`src/rtl/alu_exec.sv`:
```
// Registered, handshaked ALU execute stage with zero/overflow/invalid flags.
// Optional iterative multiplier (code 3) is built only when ALU_MULT_EN is defined.
//
// Ports:
//   clock, reset          rising-edge clock, async active-high reset
//   in_valid / in_ready   request handshake (in_ready is combinational)
//   ALUcontrole, A, B     op code and operands, sampled on accept
//   out_valid / out_ready result handshake
//   resultado             registered result
//   zero, overflow,       registered flags
//   invalido
module alu_exec #(
  parameter int WIDTH = 32
) (
  input  logic             clock,
  input  logic             reset,
  input  logic             in_valid,
  output logic             in_ready,
  input  logic [3:0]       ALUcontrole,
  input  logic [WIDTH-1:0] A,
  input  logic [WIDTH-1:0] B,
  output logic             out_valid,
  input  logic             out_ready,
  output logic [WIDTH-1:0] resultado,
  output logic             zero,
  output logic             overflow,
  output logic             invalido
);

  localparam logic [3:0] OP_AND = 4'd0;
  localparam logic [3:0] OP_OR  = 4'd1;
  localparam logic [3:0] OP_ADD = 4'd2;
  localparam logic [3:0] OP_SUB = 4'd6;
  localparam logic [3:0] OP_SLT = 4'd7;
  localparam logic [3:0] OP_NOR = 4'd12;

`ifdef ALU_MULT_EN
  localparam logic [3:0] OP_MUL = 4'd3;
  localparam int         CW     = $clog2(WIDTH + 1);

  typedef enum logic [1:0] {
    IDLE = 2'd0,
    MULT = 2'd1,
    HOLD = 2'd2
  } state_t;
`else
  typedef enum logic [1:0] {
    IDLE = 2'd0,
    HOLD = 2'd2
  } state_t;
`endif

  state_t state_q, state_d;

  logic             out_valid_q, out_valid_d;
  logic [WIDTH-1:0] res_q, res_d;
  logic             zero_q, zero_d;
  logic             ovf_q, ovf_d;
  logic             inv_q, inv_d;

  logic accept;
  logic is_mul;
  logic load_alu;
  logic mul_done;

  // ---------------------------------------------------------------
  // Combinational ALU
  // ---------------------------------------------------------------
  logic [WIDTH-1:0] sum;
  logic [WIDTH-1:0] diff;
  logic             a_msb;
  logic             b_msb;
  logic             slt;
  logic [WIDTH-1:0] alu_res;
  logic             alu_ovf;
  logic             alu_inv;

  logic op_and, op_or, op_add;
  logic op_sub, op_slt, op_nor;

  assign sum   = A + B;
  assign diff  = A - B;
  assign a_msb = A[WIDTH-1];
  assign b_msb = B[WIDTH-1];

  // Differing signs decide directly; otherwise A-B cannot
  // overflow and its sign bit is the answer.
  assign slt = (a_msb ^ b_msb) ? a_msb : diff[WIDTH-1];

  assign op_and = (ALUcontrole == OP_AND);
  assign op_or  = (ALUcontrole == OP_OR);
  assign op_add = (ALUcontrole == OP_ADD);
  assign op_sub = (ALUcontrole == OP_SUB);
  assign op_slt = (ALUcontrole == OP_SLT);
  assign op_nor = (ALUcontrole == OP_NOR);

  always_comb begin
    alu_res = sum;
    alu_ovf = 1'b0;
    alu_inv = 1'b0;
    unique case (1'b1)
      op_and: alu_res = A & B;
      op_or:  alu_res = A | B;
      op_add: begin
        alu_res = sum;
        alu_ovf = (a_msb == b_msb) &&
                  (sum[WIDTH-1] != a_msb);
      end
      op_sub: begin
        alu_res = diff;
        alu_ovf = (a_msb != b_msb) &&
                  (diff[WIDTH-1] != a_msb);
      end
      op_slt: alu_res = {{(WIDTH-1){1'b0}}, slt};
      op_nor: alu_res = ~(A | B);
      default: begin
        alu_res = sum;
        alu_inv = 1'b1;
      end
    endcase
  end

  // ---------------------------------------------------------------
  // Handshake
  // ---------------------------------------------------------------
  always_comb begin
    in_ready = 1'b0;
    unique case (state_q)
      IDLE:    in_ready = 1'b1;
      HOLD:    in_ready = out_ready;
      default: in_ready = 1'b0;
    endcase
  end

  assign accept = in_valid && in_ready;

  // ---------------------------------------------------------------
  // Iterative shift-add multiplier
  // ---------------------------------------------------------------
`ifdef ALU_MULT_EN
  logic [WIDTH-1:0] mcand_q, mcand_d;
  logic [WIDTH-1:0] mplier_q, mplier_d;
  logic [WIDTH-1:0] acc_q, acc_d;
  logic [CW-1:0]    cnt_q, cnt_d;
  logic             mul_busy;

  assign is_mul   = (ALUcontrole == OP_MUL);
  assign mul_busy = (state_q == MULT) &&
                    (cnt_q != CW'(WIDTH));
  // One extra cycle after the last bit to
  // write the product into the result regs.
  assign mul_done = (state_q == MULT) &&
                    (cnt_q == CW'(WIDTH));

  always_comb begin
    mcand_d  = mcand_q;
    mplier_d = mplier_q;
    acc_d    = acc_q;
    cnt_d    = cnt_q;
    if (accept && is_mul) begin
      mcand_d  = A;
      mplier_d = B;
      acc_d    = '0;
      cnt_d    = '0;
    end else if (mul_busy) begin
      if (mplier_q[0]) begin
        acc_d = acc_q + mcand_q;
      end
      mcand_d  = mcand_q << 1;
      mplier_d = mplier_q >> 1;
      cnt_d    = cnt_q + 1'b1;
    end
  end

  always_ff @(posedge clock or posedge reset) begin
    if (reset) begin
      mcand_q  <= '0;
      mplier_q <= '0;
      acc_q    <= '0;
      cnt_q    <= '0;
    end else begin
      mcand_q  <= mcand_d;
      mplier_q <= mplier_d;
      acc_q    <= acc_d;
      cnt_q    <= cnt_d;
    end
  end
`else
  assign is_mul   = 1'b0;
  assign mul_done = 1'b0;
`endif

  assign load_alu = accept && !is_mul;

  // ---------------------------------------------------------------
  // FSM: state register
  // ---------------------------------------------------------------
  always_ff @(posedge clock or posedge reset) begin
    if (reset) begin
      state_q <= IDLE;
    end else begin
      state_q <= state_d;
    end
  end

  // ---------------------------------------------------------------
  // FSM: next state
  // ---------------------------------------------------------------
  always_comb begin
    state_d = state_q;
    unique case (state_q)
      IDLE: begin
        if (accept) begin
`ifdef ALU_MULT_EN
          state_d = is_mul ? MULT : HOLD;
`else
          state_d = HOLD;
`endif
        end
      end
      HOLD: begin
        if (out_ready) begin
          if (accept) begin
`ifdef ALU_MULT_EN
            state_d = is_mul ? MULT : HOLD;
`else
            state_d = HOLD;
`endif
          end else begin
            state_d = IDLE;
          end
        end
      end
`ifdef ALU_MULT_EN
      MULT: begin
        if (mul_done) begin
          state_d = HOLD;
        end
      end
`endif
      default: state_d = IDLE;
    endcase
  end

  // ---------------------------------------------------------------
  // FSM: outputs / result register next values
  // ---------------------------------------------------------------
  always_comb begin
    res_d       = res_q;
    zero_d      = zero_q;
    ovf_d       = ovf_q;
    inv_d       = inv_q;
    out_valid_d = (state_d == HOLD);
    if (load_alu) begin
      res_d  = alu_res;
      zero_d = (alu_res == '0);
      ovf_d  = alu_ovf;
      inv_d  = alu_inv;
    end
`ifdef ALU_MULT_EN
    else if (mul_done) begin
      res_d  = acc_q;
      zero_d = (acc_q == '0);
      ovf_d  = 1'b0;
      inv_d  = 1'b0;
    end
`endif
  end

  always_ff @(posedge clock or posedge reset) begin
    if (reset) begin
      out_valid_q <= 1'b0;
      res_q       <= '0;
      zero_q      <= 1'b0;
      ovf_q       <= 1'b0;
      inv_q       <= 1'b0;
    end else begin
      out_valid_q <= out_valid_d;
      res_q       <= res_d;
      zero_q      <= zero_d;
      ovf_q       <= ovf_d;
      inv_q       <= inv_d;
    end
  end

  assign out_valid = out_valid_q;
  assign resultado = res_q;
  assign zero      = zero_q;
  assign overflow  = ovf_q;
  assign invalido  = inv_q;

endmodule

```
`config.mk`:
```
export PLATFORM = sky130hd
export DESIGN_NAME = alu_exec
export DESIGN_NICKNAME = d
export VERILOG_FILES = /design/src/rtl/alu_exec.sv
export SDC_FILE = /design/constraint.sdc
export NUM_CORES = 1
export LEC_CHECK = 0
export CAP_MARGIN = 5
export CORE_AREA = 8 8 104 143
export DETAILED_ROUTE_END_ITERATION = 6
export DIE_AREA = 0 0 112 151
export GPL_TIMING_DRIVEN = 1
export PLACE_DENSITY = 0.92
export RECOVER_POWER = 25
export SYNTH_ARGS = -nofsm -noshare
export SYNTH_HDL_FRONTEND = slang
export SYNTH_SLANG_ARGS = --single-unit
```
`constraint.sdc`:
```
create_clock -name clock -period 5.4 [get_ports clock]
set_input_delay 0.81 -clock clock [delete_from_list [all_inputs] [get_ports clock]]
set_output_delay 0.81 -clock clock [all_outputs]
set_load 0.01 [all_outputs]
```
# After elaboration in Yosys (flattened, before gate mapping)
# Index checks and enable logic that the tools add are counted.
# W data, S select, Z words.
[classes]
mux = 9
add_sub_neg = 2
reduce_logical = 7
n_eq_ne = 11
bitwise = 4
[op_table]
columns = ["op", "n"]
rows = [
  ["$pmux W32 S5", 1],
  ["$add A32 B32 Y32", 1],
  ["$and A32 B32 Y32", 1],
  ["$logic_not A32 Y1", 1],
  ["$not A32 Y32", 1],
  ["$or A32 B32 Y32", 1],
  ["$sub A32 B32 Y32", 1],
  ["$eq A4 B3 Y1 const B", 2],
  ["$mux W2", 3],
  ["$reduce_or A6 Y1", 1],
  ["$eq A2 B2 Y1 const B", 2],
  ["$eq A4 B1 Y1 const B", 1],
  ["$eq A4 B2 Y1 const B", 1],
  ["$eq A4 B4 Y1 const B", 1],
  ["$logic_not A4 Y1", 1],
  ["$pmux W1 S2", 2],
  ["$pmux W2 S2", 1],
  ["$logic_and A1 B1 Y1", 3],
  ["$ne A1 B1 Y1", 3],
  ["$logic_not A2 Y1", 1],
  ["$mux W1", 2],
  ["$eq A1 B1 Y1", 1],
  ["$xor A1 B1 Y1", 1],
]
[word_totals]
elab_cells = 39
regBits = 38
inputBits = 72
output_inout_bits = 37

# Depth between registers and ports, before layout
[logic_depth]
ltp_word = 7
depth_mapped = 25
mapped_depth_nobuf = 24

# Least setup slack after synthesis
# Ideal clock, no wire load.
[synth_path]
path_kind = "in2reg"
from = "in A[17]"
to = "reg zero_q, in the netlist zero"
n_path_buf = 1
setup_ns = 0.066
arrival_ns = 5.168
slack_ns = 0.165
cell_stages = 25
path_cell_list = "inv_1 -> ha_1 -> clkbuf_1 -> nor2_1 -> nor4b_1 -> nand2_1 -> a21o_1 -> o21ai_1 -> a21oi_1 -> o21ai_0 -> a21oi_1 -> o21bai_1 -> a21oi_1 -> fa_1 -> nand3_1 -> a21o_1 -> o221ai_1 -> or3_1 -> a211o_1 -> a2111o_1 -> nor4_2 -> and4_1 -> nand4_1 -> nor4_1 -> a41o_1"
[synth_between]
elab_chain_len = 4
[synth_rtl]
columns = ["element", "line", "source"]
rows = [
  ["from (decl)", "20", "input logic [WIDTH-1:0] A,"],
  ["$sub A32 B32 Y32 or $or A32 B32 Y32 (tied branches)", "82, 103, 115", ""],
  ["$mux W1 or $not A32 Y32 (tied branches)", "88, 115", ""],
  ["$pmux W32 S5 *", "101", "unique case (1'b1)"],
  ["$logic_not A32 Y1 *", "256", "zero_d = (alu_res == '0);"],
  ["to (signal assigned)", "280", "zero_q <= zero_d;"],
  ["to (decl)", "57", "logic zero_q, zero_d;"],
]
# Every way passes the cells marked *; elsewhere a longest branch is shown, timed or not.
# A chain may end at the register's enable or synchronous reset.

# Worst setup path after layout
[layout_path]
from = "in B[4]"
to = "reg zero_q, in the netlist zero"
[layout_between]
elab_chain_len = 4
[layout_rtl]
columns = ["element", "line", "source"]
rows = [
  ["from (decl)", "21", "input logic [WIDTH-1:0] B,"],
  ["$sub A32 B32 Y32 or $or A32 B32 Y32 (tied branches)", "82, 103, 115", ""],
  ["$mux W1 or $not A32 Y32 (tied branches)", "88, 115", ""],
  ["$pmux W32 S5 *", "101", ""],
  ["$logic_not A32 Y1 *", "256", ""],
]
# Marks and branches as above.

==> metrics.txt <==
# TYPE chip_impl_metric gauge
chip_impl_metric{name="min_period_over_period",unit="%"} 97.0
chip_impl_info{name="post-synth-top-area-cell",value="sky130_fd_sc_hd__ha_1"} 1
chip_impl_metric{name="synth_largest_type_area_fraction",unit="%"} 17.4
chip_impl_metric{name="die_area",unit="mm^2"} 0.0169
chip_impl_metric{name="final.fill_count",unit=""} 921
chip_impl_metric{name="rows",unit=""} 49
chip_impl_metric{name="max_stage_delay",unit="ns"} 0.38
chip_impl_metric{name="vias",unit=""} 8965
chip_impl_info{name="r2r_start",value="state_q[1]"} 1
chip_impl_info{name="most_frequent_cells_in_the_layout",value="150 x sky130_fd_sc_hd__buf_4, 90 x sky130_fd_sc_hd__nand2_1, 79 x sky130_fd_sc_hd__nor2_1, 70 x sky130_fd_sc_hd__a21oi_1, 68 x sky130_fd_sc_hd__ha_1"} 1
chip_impl_metric{name="timing.max_slew.rel_slack",unit="%"} -36.9
chip_impl_metric{name="drt-pass1-iter-count",unit=""} 6
chip_impl_metric{name="drive_above_1_share",unit="%"} 24.9
chip_impl_metric{name="peakVddDrop",unit="uV"} 196
chip_impl_metric{name="ys_seq_area_share",unit="%"} 13.9
chip_impl_metric{name="detail_route.wl_per_cell",unit="um"} 22.6
chip_impl_metric{name="clk_pin_slew",unit="ns"} 0.06
chip_impl_metric{name="ioPinCount",unit=""} 109
chip_impl_metric{name="achievable-frequency",unit="GHz"} 0.191
chip_impl_metric{name="worst-endpoint-required",unit="ns"} 5.63
chip_impl_metric{name="gr-total-overflow",unit=""} 0
chip_impl_info{name="critical_path_class",value="in -> reg"} 1
chip_impl_metric{name="power.density",unit="mW/mm^2"} 190
chip_impl_info{name="synth_area_leaders",value="sky130_fd_sc_hd__ha_1 17%, sky130_fd_sc_hd__dfrtp_1 14%, sky130_fd_sc_hd__a21oi_1 5.6%, sky130_fd_sc_hd__inv_1 5.6%, sky130_fd_sc_hd__nand2_1 5.0%"} 1
chip_impl_metric{name="timing.clock.skew",unit="ns"} 0.00724
chip_impl_metric{name="final_critical_path_setup_slack",unit="ns"} 0.165
chip_impl_metric{name="postRouteAntennaNets",unit=""} 0
chip_impl_metric{name="layout.area.seq",unit="um^2"} 951
chip_impl_metric{name="drv_cap",unit=""} 1
chip_impl_metric{name="max-clock-path-buffers",unit=""} 2
chip_impl_metric{name="grt_first_pass_wirelength",unit="mm"} 44.1
chip_impl_metric{name="syn-mean-instance-area",unit="um^2"} 7.15
chip_impl_info{name="crit_path_top_delay_cell",value="sky130_fd_sc_hd__a311o_1"} 1
chip_impl_metric{name="detailedPlacementHpwl",unit="mm"} 20.8
chip_impl_metric{name="fraction_of_the_mapped_netlist_area_in_compound_gates",unit="%"} 35.7
chip_impl_metric{name="drc_viols",unit=""} 0
chip_impl_metric{name="setup_violations",unit=""} 0
chip_impl_metric{name="post_synth_edffs",unit=""} 0
chip_impl_metric{name="initial_core_util",unit="%"} 53.5
chip_impl_metric{name="mappedNetlistNets",unit=""} 1124
chip_impl_info{name="ys_dominant_reg_cell",value="sky130_fd_sc_hd__dfrtp_1"} 1
chip_impl_info{name="hold_startpoint",value="resultado[26]"} 1
chip_impl_metric{name="layout.core_utilization",unit="%"} 76.6
chip_impl_metric{name="worst_margin_pin_slew",unit="ns"} 2.05
chip_impl_info{name="most_frequent_standard_cell_in_the_layout_excluding_fill_and_tap_cells",value="sky130_fd_sc_hd__buf_4"} 1
chip_impl_info{name="hold_path.class",value="reg -> reg"} 1
chip_impl_metric{name="synth_adder_area_share",unit="%"} 18.3
chip_impl_metric{name="fp.dieH",unit="um"} 151
chip_impl_info{name="critPathCaptureType",value="register"} 1
chip_impl_metric{name="netlist_area",unit="mm^2"} 0.00682
chip_impl_metric{name="detailedPlace.worstSlack",unit="ns"} -0.703
chip_impl_metric{name="die-width",unit="um"} 112
chip_impl_metric{name="finalHoldWorstSlack",unit="ns"} 0.478
chip_impl_metric{name="grt_antenna_before_repair",unit=""} 1
chip_impl_info{name="clk_root_buffer_cell",value="sky130_fd_sc_hd__clkbuf_16"} 1
chip_impl_metric{name="largest_net_degree_at_the_start_of_global_routing",unit=""} 56
chip_impl_metric{name="nets",unit=""} 1333
chip_impl_metric{name="cp_data_arrival_time",unit="ns"} 5.46
chip_impl_info{name="status",value="complete, but fails checks"} 1
chip_impl_metric{name="detailedRoute.firstIterationViolations",unit=""} 1063
chip_impl_metric{name="wirelength",unit="mm"} 29.7
chip_impl_metric{name="ys.warnings.count",unit=""} 0
chip_impl_metric{name="muxShareOfSynthArea",unit="%"} 1.05
chip_impl_metric{name="postSynthRegisterBits",unit=""} 38
chip_impl_metric{name="core_area",unit="mm^2"} 0.0128
chip_impl_metric{name="drv_slew",unit=""} 39
chip_impl_info{name="setup.worst_path.start_class",value="primary input"} 1
chip_impl_metric{name="finalWorstPathRequiredPeriod",unit="ns"} 5.24
chip_impl_metric{name="cts_buffers",unit=""} 5
chip_impl_metric{name="track_usage",unit="%"} 32.6
chip_impl_metric{name="finalSetupTns",unit="ns"} 0
chip_impl_info{name="largest_family_of_logic_cells_by_synthesized_area",value="compound AO/OA/AOI/OAI gates"} 1
chip_impl_metric{name="report.final.hold_viol_count",unit=""} 0
chip_impl_metric{name="basic_gate_share_of_the_synthesized_area_counting_and_or_nand_and_nor_cells",unit="%"} 20.7
chip_impl_metric{name="area_growth_syn_to_layout",unit="%"} 43.1
chip_impl_metric{name="static-leakage-power",unit="nW"} 4.74
chip_impl_metric{name="worstSkewPairLatency",unit="ns"} 0.29
chip_impl_metric{name="vias_per_cell",unit=""} 6.81
chip_impl_metric{name="cts-htree-levels",unit=""} 2
chip_impl_metric{name="total_area_of_multi_input_combinational_cells",unit="mm^2"} 0.00580
chip_impl_info{name="clock_tree_from_tritoncts",value="built"} 1
chip_impl_metric{name="synth_cell_types",unit=""} 81
chip_impl_metric{name="postSynthCellCount",unit=""} 954
chip_impl_metric{name="first_global_vias",unit=""} 8625
chip_impl_metric{name="timing.critical_path.fanout_max",unit=""} 2
chip_impl_info{name="critPathLaunch",value="B[4]"} 1
chip_impl_metric{name="synth-xor-area-share",unit="%"} 0.642
chip_impl_info{name="violated_checks",value="capacitance limit, slew limit"} 1
chip_impl_metric{name="synth_async_sr_flop_share",unit="%"} 100
chip_impl_metric{name="gp_routability_congestion",unit=""} 1.03
chip_impl_metric{name="fin_total_pwr",unit="mW"} 1.86
chip_impl_metric{name="cts_sinks",unit=""} 38
chip_impl_metric{name="io_buffer_count",unit=""} 108
[where the power goes]
part | switching [mW] | total [mW] | leakage [nW] | internal, mW
Clock | 0.116 | 0.344 | 0.0829 | 0.228
Sequential | 0.0368 | 0.380 | 0.470 | 0.343
Combinational | 0.628 | 1.13 | 4.19 | 0.506
Total | 0.781 | 1.86 | 4.74 | 1.08
[through the flow]
stage          cell area (um^2)  cells
6_report                   9760   1317
4_1_cts                    9420   1304
3_5_place_dp               8910   1292
5_1_grt                    9760   1317
3_3_place_gp               8910   1292
2_1_floorplan              6820    954
[state kept, by name, indices dropped and copies added (netlist names)]
register / flops
resultado: 32
state_q: 2
invalido: 1
out_valid: 1
overflow: 1
zero: 1
[path summary, 6_finish.rpt]
| check | cells past startpoint | slack [ns] | end |
|---|---|---|---|
| setup / recovery | 25 | 0.16 | zero |
| hold / removal | 2 | 0.48 | resultado[26] |
| setup reg to reg | 12 | 2.10 | zero |
| hold reg to reg | 2 | 0.48 | resultado[26] |
| max in group asynchronous | 3 | 2.51 | resultado[4] |
| min in group asynchronous | 3 | 1.71 | overflow |
[worst max-delay path: cells and delay by family]
kind	cells	cell delay [ns]
compound gates	13	2.30
simple gates	8	1.60
fa+ha+maj	2	0.58
buf+inv	2	0.18
[routing by layer]
metal / wire [um] / track usage [%] / vias to the layer above / part of all wire (%)
met3: 2690 / 5.83 / 245 / 9.0
met2: 14800 / 59.0 / 693 / 50
met5: 0 / 0 / - / 0
li1: - / - / 3920 / -
met4: 2790 / 27.1 / 0 / 9.4
met1: 9470 / 32.3 / 4107 / 32
[cell usage after synthesis (6+ instances only)]
cell type / n
sky130_fd_sc_hd__a211o_1: 9
sky130_fd_sc_hd__a211oi_1: 15
sky130_fd_sc_hd__a21o_1: 20
sky130_fd_sc_hd__a21oi_1: 76
sky130_fd_sc_hd__a221o_1: 18
sky130_fd_sc_hd__a221oi_1: 12
sky130_fd_sc_hd__a22oi_1: 11
sky130_fd_sc_hd__a31oi_1: 17
sky130_fd_sc_hd__and3_1: 7
sky130_fd_sc_hd__buf_2: 14
sky130_fd_sc_hd__clkbuf_1: 41
sky130_fd_sc_hd__dfrtp_1: 38
sky130_fd_sc_hd__ha_1: 95
sky130_fd_sc_hd__inv_1: 101
sky130_fd_sc_hd__mux2i_1: 6
sky130_fd_sc_hd__nand2_1: 90
sky130_fd_sc_hd__nand2b_1: 12
sky130_fd_sc_hd__nand3_1: 15
sky130_fd_sc_hd__nand4_1: 8
sky130_fd_sc_hd__nor2_1: 86
sky130_fd_sc_hd__nor2b_1: 7
sky130_fd_sc_hd__nor3_1: 11
sky130_fd_sc_hd__nor4_1: 17
sky130_fd_sc_hd__o211ai_1: 9
sky130_fd_sc_hd__o21a_1: 9
sky130_fd_sc_hd__o21ai_0: 57
sky130_fd_sc_hd__o221ai_1: 12
sky130_fd_sc_hd__o22ai_1: 14
sky130_fd_sc_hd__o31a_1: 6
sky130_fd_sc_hd__o31ai_1: 10
sky130_fd_sc_hd__or3_1: 7
[kinds of logic (layout without fill, tap and decap cells)]
kind of cell | Yosys count | count (layout)
compound gates | 351 | 351
buf+inv | 163 | 372
simple gates | 291 | 291
mux | 7 | 7
other cells | 1 | 2
flops | 38 | 38
fa+ha+maj | 98 | 98
xor+xnor | 5 | 5
[area by class of cell]
type | instances | share of cell area (%)
Antenna cell | 1 | 0.0256
Clock buffer | 6 | 1.42
Clock inverter | 1 | 0.308
Inverter | 103 | 3.96
Multi-Input combinational cell | 753 | 59.5
Sequential cell | 38 | 9.74
Tap cell | 153 | 1.96
Timing Repair Buffer | 262 | 23.1
[repair_timing]
item | in CTS | in global routing
hold buffers | 0 | 0
endpoints found under the setup margin | 1 | 1
resized for setup | 85 | 110
pin swaps | 20 | 39
setup buffers | 5 | 12
(Power assumes the default switching activity.)
